**src/rtl/pocket_detector.sv**
```systemverilog
`default_nettype none
// ============================================================================
// pocket_detector : per-frame ball/hole overlap counter with pocket event queue
// Revision: 1.0
// ============================================================================

module pocket_detector #(
  parameter int NUM_BALLS         = 16,
  parameter int OVERLAP_THRESHOLD = 64,
  parameter int FIFO_DEPTH        = 4
) (
  input  logic                 clk,
  input  logic                 resetN,
  input  logic                 startOfFrame,
  input  logic                 drawingRequestBall,
  input  logic [3:0]           ballNumber,
  input  logic                 drawingRequestHoles,
  input  logic [2:0]           holeNumber,
  input  logic                 clearBall,
  input  logic [3:0]           clearIndex,
  input  logic                 eventReady,
  output logic                 eventValid,
  output logic [3:0]           eventBall,
  output logic [2:0]           eventHole,
  output logic [NUM_BALLS-1:0] pocketedMask,
  output logic                 overflow,
  output logic                 busy
);

  localparam int               PTR_W     = (FIFO_DEPTH > 1) ? $clog2(FIFO_DEPTH) : 1;
  localparam logic [9:0]       CNT_MAX   = 10'd1023;
  localparam logic [9:0]       THRESH    = 10'(OVERLAP_THRESHOLD);
  localparam logic [3:0]       LAST_IDX  = 4'(NUM_BALLS - 1);
  localparam logic [PTR_W:0]   FIFO_FULL = (PTR_W + 1)'(FIFO_DEPTH);

  typedef enum logic [0:0] {
    ST_ACCUM = 1'b0,
    ST_SCAN  = 1'b1
  } state_t;

  state_t               state_q, state_d;
  logic [3:0]           idx_q, idx_d;
  logic [9:0]           cnt_q  [NUM_BALLS];
  logic [9:0]           cnt_d  [NUM_BALLS];
  logic [2:0]           hole_q [NUM_BALLS];
  logic [2:0]           hole_d [NUM_BALLS];
  logic [NUM_BALLS-1:0] mask_q, mask_d;
  logic                 ovf_q, ovf_d;

  logic [3:0]           fifo_ball_q [FIFO_DEPTH];
  logic [3:0]           fifo_ball_d [FIFO_DEPTH];
  logic [2:0]           fifo_hole_q [FIFO_DEPTH];
  logic [2:0]           fifo_hole_d [FIFO_DEPTH];
  logic [PTR_W-1:0]     wr_ptr_q, wr_ptr_d;
  logic [PTR_W-1:0]     rd_ptr_q, rd_ptr_d;
  logic [PTR_W:0]       count_q, count_d;

  logic                 hit;
  logic                 pop;
  logic                 push;
  logic                 full;
  logic                 qualifies;

  assign full = (count_q == FIFO_FULL);
  assign pop  = (count_q != '0) && eventReady;

  // Pixel inputs only count while accumulating; already-pocketed balls are ignored.
  assign hit = (state_q == ST_ACCUM) && drawingRequestBall && drawingRequestHoles &&
               (holeNumber != 3'd0) && ({28'd0, ballNumber} < 32'(NUM_BALLS)) &&
               !mask_q[ballNumber];

  assign qualifies = (state_q == ST_SCAN) && (cnt_q[idx_q] >= THRESH) && !mask_q[idx_q];

  always_comb begin
    state_d     = state_q;
    idx_d       = idx_q;
    cnt_d       = cnt_q;
    hole_d      = hole_q;
    mask_d      = mask_q;
    ovf_d       = ovf_q;
    fifo_ball_d = fifo_ball_q;
    fifo_hole_d = fifo_hole_q;
    wr_ptr_d    = wr_ptr_q;
    rd_ptr_d    = rd_ptr_q;
    count_d     = count_q;
    push        = 1'b0;

    case (state_q)
      ST_ACCUM: begin
        if (hit) begin
          if (cnt_q[ballNumber] != CNT_MAX) begin
            cnt_d[ballNumber] = cnt_q[ballNumber] + 10'd1;
          end
          if (hole_q[ballNumber] == 3'd0) begin
            hole_d[ballNumber] = holeNumber;
          end
        end
        if (startOfFrame) begin
          state_d = ST_SCAN;
          idx_d   = 4'd0;
        end
      end

      ST_SCAN: begin
        // A simultaneous pop frees a slot, so a full queue can still accept.
        if (qualifies) begin
          if (!full || pop) begin
            push          = 1'b1;
            mask_d[idx_q] = 1'b1;
          end else begin
            ovf_d = 1'b1;
          end
        end
        cnt_d[idx_q]  = 10'd0;
        hole_d[idx_q] = 3'd0;
        if (idx_q == LAST_IDX) begin
          state_d = ST_ACCUM;
        end else begin
          idx_d = idx_q + 4'd1;
        end
      end

      default: begin
        state_d = ST_ACCUM;
      end
    endcase

    if (push) begin
      fifo_ball_d[wr_ptr_q] = idx_q;
      fifo_hole_d[wr_ptr_q] = hole_q[idx_q];
      wr_ptr_d              = wr_ptr_q + PTR_W'(1);
    end
    if (pop) begin
      rd_ptr_d = rd_ptr_q + PTR_W'(1);
    end

    case ({push, pop})
      2'b10:   count_d = count_q + (PTR_W + 1)'(1);
      2'b01:   count_d = count_q - (PTR_W + 1)'(1);
      default: count_d = count_q;
    endcase

    // Clear is applied last so it overrides a same-cycle pocket set.
    if (clearBall && ({28'd0, clearIndex} < 32'(NUM_BALLS))) begin
      mask_d[clearIndex] = 1'b0;
    end
  end

  always_ff @(posedge clk) begin
    if (!resetN) begin
      state_q  <= ST_ACCUM;
      idx_q    <= 4'd0;
      mask_q   <= '0;
      ovf_q    <= 1'b0;
      wr_ptr_q <= '0;
      rd_ptr_q <= '0;
      count_q  <= '0;
      for (int i = 0; i < NUM_BALLS; i++) begin
        cnt_q[i]  <= 10'd0;
        hole_q[i] <= 3'd0;
      end
      for (int j = 0; j < FIFO_DEPTH; j++) begin
        fifo_ball_q[j] <= 4'd0;
        fifo_hole_q[j] <= 3'd0;
      end
    end else begin
      state_q     <= state_d;
      idx_q       <= idx_d;
      cnt_q       <= cnt_d;
      hole_q      <= hole_d;
      mask_q      <= mask_d;
      ovf_q       <= ovf_d;
      fifo_ball_q <= fifo_ball_d;
      fifo_hole_q <= fifo_hole_d;
      wr_ptr_q    <= wr_ptr_d;
      rd_ptr_q    <= rd_ptr_d;
      count_q     <= count_d;
    end
  end

  assign eventValid   = (count_q != '0);
  assign eventBall    = eventValid ? fifo_ball_q[rd_ptr_q] : 4'd0;
  assign eventHole    = eventValid ? fifo_hole_q[rd_ptr_q] : 3'd0;
  assign pocketedMask = mask_q;
  assign overflow     = ovf_q;
  assign busy         = (state_q == ST_SCAN);

endmodule

`default_nettype wire

```
**config.mk**
```make
export PLATFORM = sky130hd
export DESIGN_NAME = pocket_detector
export DESIGN_NICKNAME = d
export VERILOG_FILES = /design/src/rtl/pocket_detector.sv
export SDC_FILE = /design/constraint.sdc
export NUM_CORES = 1
export LEC_CHECK = 0
export ABC_AREA = 1
export BUFFER_PORTS_ARGS = -buffer_cell sky130_fd_sc_hd__buf_2
export CAP_MARGIN = 25
export CORE_UTILIZATION = 35
export DETAILED_ROUTE_END_ITERATION = 8
export PLACE_DENSITY_LB_ADDON = 0.12
export SLEW_MARGIN = 20
export SYNTH_ARGS = -nofsm -noshare
export SYNTH_HDL_FRONTEND = slang
export SYNTH_SLANG_ARGS = --single-unit
```
**constraint.sdc**
```tcl
create_clock -name clk -period 4 [get_ports clk]
set_input_delay 0.2 -clock clk [delete_from_list [all_inputs] [get_ports clk]]
set_output_delay 0.2 -clock clk [all_outputs]
set_load 0.03 [all_outputs]
```
==> qor.yml <==
drt_iter0_markers: 1461
hpwl_mm: 45.69
grt_max_degree: 89
area_growth_pct: 10.32
maxSlewViolCount: 0
antenna_found_initial: 0
powerDensity_nw_per_um2: 414.5
path_class: "flop to flop"
critPathLaunchType: "flop"
rsz0062_at_grt: "no"
design.die.area_sq_um: 49050
std_cell_rows: 80
ir_drop_mv: 0.2820
ctsHtreeMaxLevel: 2
synth_cell_types: 37
ys.warnings.count: 0
status: "completed"
first_pass_iters: 5
antenna_cells_inserted: 0
start_util_pct: 35.39
overflow: 0
synthTopCellsByArea: "dfxtp_1, nand2_1, nor2_1, inv_1, a21oi_1"
pin_count: 44
grt_pass1_vias: 16920
final_util_pct: 39.04
grt_first_pass_wirelength_mm: 98.37
cts_root_buffer: "clkbuf_16"
cts_tree: "yes"
fin_crit_sh_pct: 87.52
wl_mm: 63.86
cp.required_ps: 4410
gp_congestion: 0.9026
arrival_ps: 3910
syn_area_per_cell_sq_um: 5.870
avgViaCountPerCell: 5.159
clock_skew_ps: 15.32
cts_buffers: 35
antenna_left: 0
fp.coreArea_sq_um: 47650
max-cap-violations: 0
ys_seq_elements: 265
hold_path_class: "primary input to flop"
path_clk_slew_ps: 70
path_max_fanout: 30
grt_usage_pct: 25.64
synth_area_sq_um: 16860
drc: 0
crit_path_end_kind: "flop"
postSynthCellCount: 2872
synth.largest_area_cell: "dfxtp_1"
postCtsSetupBuffers: 0
post-route-min-period_ps: 3501
slowest_delay_ps: 550
setup_tns_ps: 0
fin_area_sq_um: 18600
clock_latency_ps: 550
tightest_slew_ps: 1069
io_buffer_count: 43
slew_headroom_pct: 28.73
path_common_cell: "nand2_1"
fillCellCount: 5198
leakage_uw: 0.008859
die_h_um: 221.5
fmax_mhz: 285.7
vias: 18050
yosysTopAreaCellShare_pct: 31.47
num-nets-final: 2891
drive_above_1_share_pct: 6.796
worstPathCellList: "clkinv_1 > buf_4 > o21ai_0 > nand2_1 > nand2_1 > nand2_1 > nor3_1 > nand3_1 > inv_2 > nand2_1 > o21ai_0 > a21oi_1"
die_x_um: 221.5
post_drt_wl_per_cell_um: 18.25
hold_viol: 0
syn-num-nets: 2901
clock_path_buffers: 3
synth-seq-area-share_pct: 31.47
setup_viol: 0
post-place-ws_ps: 623.9
cts.sinks: 265
fin_ws_ps: 499.4
dpl_cell_area_sq_um: 17450
crit_path_top_delay_cell: "inv_2"
## registers in the layout (all words and copies together) (netlist names)
name / flops
fifo_hole_q: 12
fifo_ball_q: 16
wr_ptr_q: 2
busy: 1
overflow: 1
rd_ptr_q: 2
idx_q: 4
pocketedMask: 16
cnt_q: 160
count_q: 3
hole_q: 48
## layer usage
layer | track usage [%] | up-vias | share of wire, %
met5 | 0 | - | 0
met4 | 10.82 | 0 | 3.8
met3 | 3.638 | 130 | 6.0
met2 | 41.64 | 521 | 45
met1 | 33.95 | 8363 | 45
li1 | - | 9037 | -
## through the flow
stage / hold WS (ps) / std cells / total power (uW)
6_report: 45.86 / 3499 / 7709
2_1_floorplan: 347.2 / 2872 / 4111
5_1_grt: 44.56 / 3499 / 8076
4_1_cts: 8.700 / 3499 / 7773
3_5_place_dp: 445.0 / 3437 / 4589
3_3_place_gp: 439.7 / 3437 / 4565
## cells in the mapped netlist
library cell / count
nor2_1: 518
nand2_2: 3
buf_1: 10
o221ai_1: 1
buf_4: 16
inv_2: 6
inv_4: 1
buf_2: 36
a21oi_1: 135
nand2_1: 961
clkbuf_1: 57
dfxtp_1: 265
nor2_2: 7
nor2_4: 3
a211oi_1: 1
nor3_1: 24
and2_1: 2
buf_6: 19
o21a_1: 5
buf_12: 1
inv_1: 322
a31oi_1: 3
nand4_1: 48
o21bai_2: 1
clkinv_1: 19
o22ai_1: 87
o21ai_1: 17
fa_1: 1
nand2_4: 1
o31ai_1: 2
nand3_4: 7
ha_1: 10
nand3_1: 87
nand3_2: 23
o21ai_2: 1
o32ai_1: 43
o21ai_0: 129
## critical path, delay by kind of cell, from the launching register on
family / cells / cell delay (ps)
buf+inv: 3 / 1340
simple gates: 6 / 1190
flops: 1 / 320
compound gates: 3 / 490
## repair_timing
action                    CTS  global route
gates resized for setup     0             0
hold buffers                3             0
hold endpoints to repair    3             0
## layout make-up
class / count / area (sq um) / share of cell area [%]
multi-input cells: 2120 / 9468 / 50.90
flip-flops and latches: 265 / 5308 / 28.54
inverters: 348 / 1309 / 7.037
clock buffers: 51 / 1049 / 5.637
well taps: 615 / 769.5 / 4.137
repair buffers: 92 / 624.3 / 3.357
clock inverters: 8 / 72.57 / 0.3902
## cells in the final DEF, fill, tap and decap left out, types with 2 or more instances in the layout
cell,Yosys,final
a21oi_1,135,135
a31oi_1,3,3
and2_1,2,2
buf_12,1,2
buf_2,36,41
buf_4,16,45
clkbuf_1,57,7
clkbuf_16,0,37
clkbuf_8,0,7
clkinv_1,19,19
clkinv_2,0,4
clkinvlp_4,0,3
dfxtp_1,265,263
dfxtp_2,0,2
dlygate4sd3_1,0,3
ha_1,10,10
inv_1,322,322
inv_2,6,6
nand2_1,961,961
nand2_2,3,3
nand3_1,87,87
nand3_2,23,23
nand3_4,7,7
nand4_1,48,48
nor2_1,518,518
nor2_2,7,7
nor2_4,3,3
nor3_1,24,24
o21a_1,5,5
o21ai_0,129,129
o21ai_1,17,17
o22ai_1,87,87
o31ai_1,2,2
o32ai_1,43,43
## cell families (layout without fill, tap and decap cells)
logic type	after synthesis	count (layout)	synth area share (%)
AOI/OAI and AO/OA	425	425	14.44
adders and majority gates	11	11	0.8609
DFF	265	265	31.47
buffers and inverters	487	499	12.42
and+or+nand+nor	1684	1684	40.81
## worst paths after layout
kind                                startpoint               to  slack [ps]  cells past startpoint
worst max-delay path                  idx_q[0]   fifo_hole_q[7]         500                     12
worst min-delay path                 clearBall  pocketedMask[0]          50                      4
worst max register to register        idx_q[0]   fifo_hole_q[7]         500                     12
worst min register to register  fifo_hole_q[3]   fifo_hole_q[3]         450                      2
## power breakdown
group	total, uW	switching, uW	internal, uW
Combinational	1610	1160	453
Sequential	2940	126	2820
Clock	3160	1280	1880
Total	7710	2560	5150
No activity file was read; power rests on OpenSTA's default activity.
